[src/rtl/mmio_uart_ctrl_pkg.sv]
// Shared MMIO address map and status layout for the UART/counter responder.
// Latency: n/a (declarations only).
// Backpressure: n/a.
package mmio_uart_ctrl_pkg;

    // Address bit that selects the MMIO region
    localparam int MMIO_REGION_BIT = 31;

    // Register offsets within the region (only addr[7:0] is decoded)
    localparam logic [7:0] MMIO_STATUS  = 8'h00;
    localparam logic [7:0] MMIO_RX      = 8'h04;
    localparam logic [7:0] MMIO_TX      = 8'h08;
    localparam logic [7:0] MMIO_CYC     = 8'h10;
    localparam logic [7:0] MMIO_INST    = 8'h14;
    localparam logic [7:0] MMIO_CNT_RST = 8'h18;

    // Status word as seen by software
    typedef struct packed {
        logic [29:0] rsvd;
        logic        rx_full;
        logic        tx_empty;
    } status_t;

    // True when the address falls in the MMIO region
    function automatic logic in_region(input logic [31:0] a);
        return a[MMIO_REGION_BIT];
    endfunction

endpackage

[src/rtl/mmio_uart_ctrl_if.sv]
// Memory-stage load/store bus between the pipeline and the MMIO responder.
// Latency: rdata is valid the cycle after a load is issued.
// Backpressure: none; stall freezes the request side.
interface mmio_uart_ctrl_if;
    logic [31:0] addr;
    logic [31:0] wdata;
    logic        re;
    logic        we;
    logic        stall;
    logic [31:0] rdata;

    modport master (output addr, output wdata, output re, output we, output stall, input rdata);
    modport slave  (input addr, input wdata, input re, input we, input stall, output rdata);
endinterface

[src/rtl/mmio_uart_ctrl_byte_buf1.sv]
// One-entry byte buffer with push/pop and a full flag.
// Latency: pushed byte visible the cycle after the push.
// Backpressure: push ignored while full (registered flag), pop ignored while empty.
module byte_buf1 (
    input  logic       clk,
    input  logic       rst_n,
    input  logic       push,
    input  logic [7:0] push_dat,
    input  logic       pop,
    output logic [7:0] dat,
    output logic       full
);

    logic       full_q, full_d;
    logic [7:0] dat_q, dat_d;

    // Next-state: push only into an empty slot, pop only a full one
    always_comb begin
        full_d = full_q;
        dat_d  = dat_q;
        if (pop && full_q) begin
            full_d = 1'b0;
        end
        if (push && !full_q) begin
            full_d = 1'b1;
            dat_d  = push_dat;
        end
    end

    // Buffer state, cleared asynchronously so a pending byte is lost on reset
    always_ff @(posedge clk or negedge rst_n) begin
        if (!rst_n) begin
            full_q <= 1'b0;
            dat_q  <= 8'h00;
        end else begin
            full_q <= full_d;
            dat_q  <= dat_d;
        end
    end

    assign dat  = dat_q;
    assign full = full_q;

endmodule

[src/rtl/mmio_uart_ctrl.sv]
// MMIO responder for addr[31]=1: UART TX/RX byte buffers plus cycle/instret counters.
// Latency: load data registered, valid one cycle after re.
// Backpressure: TX writes dropped while full; rx_ready low while RX byte unread; stall freezes requests.
module mmio_uart_ctrl
    import mmio_uart_ctrl_pkg::*;
#(
    parameter int CNT_W = 32
) (
    input  logic                   clk,
    input  logic                   rst_n,
    mmio_uart_ctrl_if.slave        bus,
    input  logic                   inst_retire,
    output logic [7:0]             tx_data,
    output logic                   tx_valid,
    input  logic                   tx_ready,
    input  logic [7:0]             rx_data,
    input  logic                   rx_valid,
    output logic                   rx_ready
);

    localparam logic [CNT_W-1:0] CNT_ONE = {{(CNT_W-1){1'b0}}, 1'b1};

    logic       sel, ld, st;
    logic [7:0] off;
    logic       tx_full, rx_full;
    logic [7:0] rx_buf;
    logic       tx_push, tx_pop, rx_pop, cnt_clr;

    logic [31:0]      rdata_q, rdata_d;
    logic [CNT_W-1:0] cycle_cnt_q, cycle_cnt_d;
    logic [CNT_W-1:0] inst_cnt_q, inst_cnt_d;
    status_t          status;

    // Upper address and store-data bits are deliberately not decoded
    logic unused_bits;
    assign unused_bits = ^{bus.addr[30:8], bus.wdata[31:8]};

    assign sel     = in_region(bus.addr) && !bus.stall;
    assign ld      = bus.re && sel;
    assign st      = bus.we && sel;
    assign off     = bus.addr[7:0];
    assign tx_push = st && (off == MMIO_TX);
    assign tx_pop  = tx_full && tx_ready;
    assign rx_pop  = ld && (off == MMIO_RX);
    assign cnt_clr = st && (off == MMIO_CNT_RST);

    assign tx_valid = tx_full;
    assign rx_ready = !rx_full;

    byte_buf1 u_tx_buf (
        .clk      (clk),
        .rst_n    (rst_n),
        .push     (tx_push),
        .push_dat (bus.wdata[7:0]),
        .pop      (tx_pop),
        .dat      (tx_data),
        .full     (tx_full)
    );

    // RX push is gated inside the buffer by its own full flag, matching rx_ready
    byte_buf1 u_rx_buf (
        .clk      (clk),
        .rst_n    (rst_n),
        .push     (rx_valid),
        .push_dat (rx_data),
        .pop      (rx_pop),
        .dat      (rx_buf),
        .full     (rx_full)
    );

    // Read mux: counters return their pre-edge value; unmapped offsets read 0
    always_comb begin
        status = '{rsvd: '0, rx_full: rx_full, tx_empty: !tx_full};
        rdata_d = rdata_q;
        if (ld) begin
            case (off)
                MMIO_STATUS: rdata_d = status;
                MMIO_RX:     rdata_d = {24'h0, rx_buf};
                MMIO_CYC:    rdata_d = 32'(cycle_cnt_q);
                MMIO_INST:   rdata_d = 32'(inst_cnt_q);
                default:     rdata_d = 32'h0;
            endcase
        end
    end

    // Counters: clear wins over increment, both wrap naturally
    always_comb begin
        cycle_cnt_d = cycle_cnt_q + CNT_ONE;
        inst_cnt_d  = inst_retire ? inst_cnt_q + CNT_ONE : inst_cnt_q;
        if (cnt_clr) begin
            cycle_cnt_d = '0;
            inst_cnt_d  = '0;
        end
    end

    // Load data and counter registers
    always_ff @(posedge clk or negedge rst_n) begin
        if (!rst_n) begin
            rdata_q     <= 32'h0;
            cycle_cnt_q <= '0;
            inst_cnt_q  <= '0;
        end else begin
            rdata_q     <= rdata_d;
            cycle_cnt_q <= cycle_cnt_d;
            inst_cnt_q  <= inst_cnt_d;
        end
    end

    assign bus.rdata = rdata_q;

endmodule

[src/flat_wrapper.sv]
// flat-port wrapper written by rule: the top's interface ports become plain ports
module mmio_uart_ctrl_flat import mmio_uart_ctrl_pkg::*;
#(
    parameter int CNT_W = 32
)
  (clk, rst_n, inst_retire, tx_data, tx_valid, tx_ready, rx_data, rx_valid, rx_ready, bus_addr, bus_wdata, bus_re, bus_we, bus_stall, bus_rdata);
  mmio_uart_ctrl_if bus_i ();
  input  logic clk;
  input  logic rst_n;
  input  logic inst_retire;
  output logic [7:0] tx_data;
  output logic tx_valid;
  input  logic tx_ready;
  input  logic [7:0] rx_data;
  input  logic rx_valid;
  output logic rx_ready;
  input wire logic [$bits(bus_i.addr)-1:0] bus_addr;
  input wire logic [$bits(bus_i.wdata)-1:0] bus_wdata;
  input wire logic [$bits(bus_i.re)-1:0] bus_re;
  input wire logic [$bits(bus_i.we)-1:0] bus_we;
  input wire logic [$bits(bus_i.stall)-1:0] bus_stall;
  output wire logic [$bits(bus_i.rdata)-1:0] bus_rdata;
  assign bus_i.addr = bus_addr;
  assign bus_i.wdata = bus_wdata;
  assign bus_i.re = bus_re;
  assign bus_i.we = bus_we;
  assign bus_i.stall = bus_stall;
  assign bus_rdata = bus_i.rdata;
  mmio_uart_ctrl #(.CNT_W(CNT_W)) u_core (.clk(clk), .rst_n(rst_n), .bus(bus_i), .inst_retire(inst_retire), .tx_data(tx_data), .tx_valid(tx_valid), .tx_ready(tx_ready), .rx_data(rx_data), .rx_valid(rx_valid), .rx_ready(rx_ready));
endmodule
[config.mk]
export PLATFORM = sky130hd
export DESIGN_NAME = mmio_uart_ctrl_flat
export DESIGN_NICKNAME = d
export VERILOG_FILES = /design/src/rtl/mmio_uart_ctrl_pkg.sv /design/src/rtl/mmio_uart_ctrl_if.sv /design/src/rtl/mmio_uart_ctrl_byte_buf1.sv /design/src/rtl/mmio_uart_ctrl.sv /design/src/flat_wrapper.sv
export SDC_FILE = /design/constraint.sdc
export NUM_CORES = 1
export LEC_CHECK = 0
export BUFFER_PORTS_ARGS = -buffer_cell sky130_fd_sc_hd__buf_4
export CAP_MARGIN = 10
export CORE_ASPECT_RATIO = 0.9
export CORE_UTILIZATION = 43
export DETAILED_ROUTE_END_ITERATION = 8
export GPL_TIMING_DRIVEN = 0
export HOLD_SLACK_MARGIN = 0.05
export MAX_ROUTING_LAYER = met4
export PLACE_DENSITY = 0.65
export SYNTH_ARGS = -nofsm -noshare
export SYNTH_HDL_FRONTEND = slang
export SYNTH_SLANG_ARGS = --single-unit
[constraint.sdc]
create_clock -name clk -period 6.4 [get_ports clk]
set_input_delay 0.32 -clock clk [delete_from_list [all_inputs] [get_ports clk]]
set_output_delay 0.32 -clock clk [all_outputs]
set_load 0.005 [all_outputs]
==> results of run 1 <==
## logic make-up (layout without fill, tap and decap cells)
group	Yosys count	count (layout)	synth area share, %
adder cells (fa/ha/maj)	2	2	0.443
buffers and inverters	43	145	3.03
AO/OA/AOI/OAI	115	115	12.3
flip-flops	114	114	50.5
AND/OR/NAND/NOR	199	199	19.4
multiplexers	56	56	10.6
XOR/XNOR	24	24	3.72
other	0	1	0
## through the flow
step	setup slack, ns	instances	total power, mW	cell area (µm²)
final	4.02	820	2.01	7040
after global routing	3.87	820	2.08	7040
after CTS	4.06	819	2.02	7040
after detailed placement	3.61	790	1.03	6430
after global placement	3.80	789	1.01	6400
after floorplan	4.37	553	0.947	5650
## where the power goes
group          switching [mW]  internal [mW]
registers              0.0733          0.770
logic                  0.0926         0.0832
clock network           0.316          0.671
## final cells by class
| class | instances | area (µm²) | share of cell area, % |
|---|---|---|---|
| Sequential cell | 114 | 2850 | 40.5 |
| Multi-Input combinational cell | 396 | 2630 | 37.3 |
| Timing Repair Buffer | 74 | 578 | 8.21 |
| Clock buffer | 22 | 474 | 6.73 |
| Tap cell | 164 | 205 | 2.91 |
| Clock inverter | 6 | 130 | 1.85 |
| Buffer | 31 | 126 | 1.79 |
| Inverter | 12 | 45.0 | 0.639 |
| Antenna cell | 1 | 2.50 | 0.0355 |
## flip-flops by register name (all words and copies together) (netlist names)
signal	count
u_core.cycle_cnt_q	32
u_core.u_tx_buf.full	1
u_core.bus.rdata	32
u_core.inst_cnt_q	32
u_core.u_tx_buf.dat	8
u_core.u_rx_buf.dat	8
u_core.u_rx_buf.full	1
## worst paths after layout
kind / startpoint / endpoint / slack [ns] / cells past startpoint
setup / recovery: bus_addr[2] / u_core.inst_cnt_q[28] / 4.02 / 7
hold / removal: rx_data[2] / u_core.u_rx_buf.dat[2] / 0.14 / 2
setup reg to reg: u_core.inst_cnt_q[0] / u_core.inst_cnt_q[28] / 4.08 / 6
hold reg to reg: u_core.bus.rdata[23] / u_core.bus.rdata[23] / 0.48 / 2
max in group asynchronous: rst_n / u_core.cycle_cnt_q[8] / 5.17 / 3
min in group asynchronous: rst_n / u_core.cycle_cnt_q[25] / 0.49 / 2
## worst reg2reg max path, delay by kind of cell, from the launching register on
family	cells	cell delay, ns
flip-flops	1	0.43
adder cells (fa/ha/maj)	1	0.21
buffers and inverters	1	0.16
AND/OR/NAND/NOR	3	1.26
AO/OA/AOI/OAI	1	0.17
## layout by cell type (no fill, tap or decap), types with 12 or more instances in the layout
| cell | synthesis | final |
|---|---|---|
| nor4_1 | 13 | 13 |
| o31ai_1 | 25 | 25 |
| dfrtp_1 | 114 | 114 |
| nand4_1 | 13 | 13 |
| xnor2_1 | 14 | 14 |
| clkbuf_16 | 0 | 17 |
| inv_1 | 12 | 12 |
| o21ai_0 | 40 | 40 |
| mux2i_1 | 33 | 33 |
| clkbuf_1 | 22 | 24 |
| nand3_1 | 20 | 20 |
| nor2_1 | 30 | 30 |
| mux2_2 | 22 | 22 |
| a21oi_1 | 29 | 29 |
| buf_4 | 0 | 72 |
| nand2_1 | 54 | 54 |
| or4_1 | 23 | 23 |
## per-layer routing
layer | wire, µm | up-vias
met1 | 6690 | 2319
li1 | - | 2224
met4 | 204 | 0
met5 | 0 | -
met3 | 543 | 17
met2 | 6940 | 99
==> impl_metrics.env, run 1 <==
export IMPL_die_h_um=111
export IMPL_grt_overflow_total=0
export IMPL_finClkSkew_ns=0.00806
export IMPL_cts_buffers=17
export IMPL_via_per_inst=5.68
export IMPL_grt_pass1_wl_mm=23.9
export IMPL_grt_max_degree=64
export IMPL_cts_buffer_depth=2
export IMPL_cp_max_fo=10
export IMPL_min_path_type="input port to flop"
export IMPL_grt_usage_pct=23.6
export IMPL_top_usage_layer="met2"
export IMPL_grt_pass1_vias=4721
export IMPL_ys_seq_elements=114
export IMPL_num_vias=4659
export IMPL_drt_pass1_iterations=4
export IMPL_worst_pin_slew_ns=0.798
export IMPL_path_class="input port to flop"
export IMPL_grt_antenna_before_repair=1
export IMPL_hpwl_mm=10.3
export IMPL_synthTopCellsByArea="dfrtp_1 50%, mux2i_1 5.8%, mux2_2 4.4%"
export IMPL_grt_use_met1_pct=30.7
export IMPL_fin_setup_tns_ns=0
export IMPL_die_w_um=123
export IMPL_fill_cells=1103
export IMPL_final_layout_size_suffix_gt1_share_pct=20.5
export IMPL_ctsHoldBuffers=1
export IMPL_p_per_area_mw_per_mm2=285
export IMPL_fmax_mhz=420
export IMPL_synth_cell_type_count=47
export IMPL_required_ns=6.67
export IMPL_met2_usage_pct=36.3
export IMPL_status="complete, no violations"
export IMPL_syn_area_mm2=0.00565
export IMPL_ioPinCount=122
export IMPL_fp_dieArea_mm2=0.0136
export IMPL_post_drt_wl_per_cell_um=17.5
export IMPL_yosysWarnings=0
export IMPL_post_cts_buffers=0
export IMPL_crit_buf_inv=3
export IMPL_ys_seq_area_share_pct=50.5
export IMPL_cp_data_arrival_time_ns=2.65
export IMPL_cellLeakagePower_nw=3.05
export IMPL_clock_root_buffer="clkbuf_16"
export IMPL_rsz0062_at_grt="false"
export IMPL_port_buffers=72
export IMPL_finish_utilization_pct=55.3
export IMPL_core_area_mm2=0.0127
export IMPL_yosysMostFrequentCell="dfrtp_1"
export IMPL_synth_edf_count=0
export IMPL_crit_family="buffers and inverters"
export IMPL_crit_path_end_kind="flop"
export IMPL_drt_initial_drc_count=287
export IMPL_async_reset_ff_share_pct=100
export IMPL_floorplan_initialDensity_pct=44.4
export IMPL_gp_congestion=0.877
export IMPL_slew_viol_final=0
export IMPL_whs_ns=0.136
export IMPL_critPathMostFrequentCell="clkbuf_1"
export IMPL_cpMaxStageDelayCell="clkbuf_1"
export IMPL_syn_inst=553
export IMPL_use_met3_pct=5.71
export IMPL_cts_sinks=114
export IMPL_row_count=39
export IMPL_crit_chain="clkbuf_1 > nor4bb_1 > nand4b_1 > nor2_1 > clkbuf_1 > clkbuf_1 > a21oi_1"
export IMPL_finalCritPeriodShare_pct=37.2
export IMPL_cp_start_kind="input port"
export IMPL_synth_common_cells="114 x dfrtp_1, 54 x nand2_1, 40 x o21ai_0"
export IMPL_drv_cap=0
export IMPL_fin_nets=728
export IMPL_syn_area_per_cell_um2=10.2
export IMPL_relSlewSlack_pct=46.8
export IMPL_synth_area_leader_cell="dfrtp_1"
export IMPL_vdd_drop_max_uv=188
export IMPL_cts_resized_gates=0
export IMPL_synthFlopType="dfrtp_1"
export IMPL_cts_clk_slew_worst_paths_ns=0.05
export IMPL_wl_mm=14.4
export IMPL_clkLatencyLatePin_ns=0.42
export IMPL_drt_antenna_violating_nets=0
export IMPL_synth_top_cell_area_share_pct=50.5
export IMPL_period_needed_ns=2.38
export IMPL_cts_htree_levels=4
export IMPL_syn_nets=635
export IMPL_finalSetupViolCount=0
export IMPL_synthToLayoutAreaGrowth_pct=24.6
export IMPL_drc=0
export IMPL_hold_viol=0
export IMPL_cts_tree="yes"
export IMPL_slowest_delay_ns=0.50
Note: power is estimated with default switching activity, not from simulation.
==> run 2: changes to the inputs <==
--- a/config.mk
+++ b/config.mk
@@ -13,7 +13,7 @@
 export GPL_TIMING_DRIVEN = 0
 export HOLD_SLACK_MARGIN = 0.05
 export MAX_ROUTING_LAYER = met4
-export PLACE_DENSITY = 0.65
+export PLACE_DENSITY = 0.68
 export SYNTH_ARGS = -nofsm -noshare
 export SYNTH_HDL_FRONTEND = slang
 export SYNTH_SLANG_ARGS = --single-unit
==> constraint.sdc (replaced) <==
create_clock -name clk -period 2.19 [get_ports clk]
set_input_delay 0.1095 -clock clk [delete_from_list [all_inputs] [get_ports clk]]
set_output_delay 0.1095 -clock clk [all_outputs]
set_load 0.005 [all_outputs]
==> run 2 against run 1 <==
Non-clock buffer count rose by 23. Critical path type is now flop to flop. Critical endpoint is now u_core.inst_cnt_q[26]. Sequential share of layout area shrank 1.6 points. Core utilization increased by 2.3 points. Clock skew decreased by 0.00083 ns. Largest power group unchanged.
==> impl_metrics.env, run 2 (synthesis results as in run 1) <==
export IMPL_grt_pass1_wl_mm=24.0
export IMPL_mostFrequentLayoutCells="109 x dfrtp_1, 77 x buf_4, 54 x nand2_1"
export IMPL_final_common_cell="dfrtp_1"
export IMPL_reg2reg_to="u_core.inst_cnt_q[26]"
export IMPL_crit_path_end_kind="flop"
export IMPL_setup_ws_ns=0.0445
export IMPL_fmax_mhz=466
export IMPL_drv_cap=0
export IMPL_cts_buffer_depth=2
export IMPL_worst_pin_slew_ns=0.777
export IMPL_grt_antenna_before_repair=0
export IMPL_cp_start_kind="flop"
export IMPL_preCtsSetupSlack_ns=-0.319
export IMPL_clkLatencyLatePin_ns=0.41
export IMPL_core_area_mm2=0.0127
export IMPL_drc=0
export IMPL_grt_pass1_vias=4865
export IMPL_die_h_um=111
export IMPL_clock_root_buffer="clkbuf_16"
export IMPL_drt_antenna_violating_nets=0
export IMPL_gp_congestion=0.816
export IMPL_p_per_area_mw_per_mm2=817
export IMPL_die_w_um=123
export IMPL_grt_max_degree=74
export IMPL_drt_pass1_iterations=5
export IMPL_holdPathStages=3
export IMPL_num_vias=4817
export IMPL_hold_start="bus_addr[4]"
export IMPL_cp_max_fo=10
export IMPL_power_total_mw=6.00
export IMPL_port_buffers=72
export IMPL_required_ns=2.52
export IMPL_holdPathEnd="u_core.u_tx_buf.full"
export IMPL_grt_overflow_total=0
export IMPL_antenna_cells=0
export IMPL_cts_clk_slew_worst_paths_ns=0.06
export IMPL_whs_ns=0.106
export IMPL_cp_data_arrival_time_ns=2.48
export IMPL_synthToLayoutAreaGrowth_pct=29.9
export IMPL_final_layout_size_suffix_gt1_share_pct=23.6
export IMPL_status="complete, no violations"
export IMPL_multiInputGateArea_mm2=0.00268
export IMPL_min_path_type="input port to flop"
export IMPL_reg2reg_slack_ns=0.04
export IMPL_hpwl_mm=10.2
export IMPL_wl_mm=14.6
export IMPL_worstReg2RegStart="u_core.inst_cnt_q[3]"
export IMPL_cts_htree_levels=4
export IMPL_via_per_inst=5.69
export IMPL_cts_tree="yes"
export IMPL_cellLeakagePower_nw=3.15
export IMPL_row_count=39
export IMPL_finalCritPeriodShare_pct=98.0
export IMPL_post_drt_wl_per_cell_um=17.3
export IMPL_floorplan_initialDensity_pct=44.4
export IMPL_cts_sinks=114
export IMPL_rr_worst_depth=6
export IMPL_drt_initial_drc_count=359
export IMPL_fin_nets=751
export IMPL_path_class="flop to flop"
export IMPL_finClkSkew_ns=0.00724
export IMPL_period_needed_ns=2.15
export IMPL_hold_viol=0
export IMPL_vdd_drop_max_uv=543
export IMPL_fill_cells=1038
export IMPL_cts_buffers=17
export IMPL_fp_dieArea_mm2=0.0136
export IMPL_ioPinCount=122
export IMPL_seqCellArea_mm2=0.00286
export IMPL_finish_utilization_pct=57.7
export IMPL_slew_viol_final=0
export IMPL_finalSetupViolCount=0
export IMPL_relSlewSlack_pct=48.2
export IMPL_grt_usage_pct=23.4
run 2: timing repair:
action,CTS,global route
setup endpoints to repair,6,27
hold endpoints to repair,59,0
hold buffers,19,0
gates resized for setup,5,19
pin swaps,0,3
setup buffers,2,3
run 2: through the flow:
stage	cell area, µm²	instances	TNS [ns]
floorplan	5650	553	0
global placement	6400	789	-6.48
detailed placement	6430	790	-12.04
CTS	7270	843	0
global route	7340	846	-0.0921
finish	7340	846	0
run 2: worst max-delay path by stage:
| stage | start | endpoint | slack (ns) | depth (start not counted) |
|---|---|---|---|---|
| after floorplan | u_core.inst_cnt_q[0] | u_core.inst_cnt_q[30] | 0.16 | 6 |
| after global placement | bus_addr[2] | u_core.cycle_cnt_q[19] | -0.18 | 7 |
| after detailed placement | bus_addr[2] | u_core.inst_cnt_q[30] | -0.32 | 7 |
| after CTS | u_core.inst_cnt_q[4] | u_core.inst_cnt_q[26] | 0.007 | 5 |
| after global routing | u_core.inst_cnt_q[3] | u_core.inst_cnt_q[26] | -0.05 | 6 |
| final | u_core.inst_cnt_q[3] | u_core.inst_cnt_q[26] | 0.04 | 6 |
run 2: critical path, cell delays in order (launching register included):
cell	delay (ns)
dfrtp_1	0.34
buf_6	0.13
nand4_4	0.16
or4_4	0.62
buf_6	0.16
or4_1	0.50
a21oi_2	0.15
run 2: report_power, final:
part | switching, mW | internal, mW | total, mW
combinational | 0.313 | 0.321 | 0.635
sequential | 0.218 | 2.25 | 2.47
clock | 1.07 | 1.82 | 2.90
run 2: area by class of cell:
type	count	area share [%]
clock inverters	15	2.68
inverters	12	0.613
repair buffers	97	10.8
plain buffers	31	1.87
clock buffers	17	5.79
multi-input cells	396	36.5
well taps	164	2.79
flip-flops and latches	114	38.9
run 2: layer usage:
metal / track usage, % / up-vias / wire (µm)
met1: 29.9 / 2393 / 6540
li1: - / 2272 / -
met2: 37.3 / 138 / 7150
met3: 5.09 / 14 / 717
met5: - / - / 0
met4: 6.67 / 0 / 186
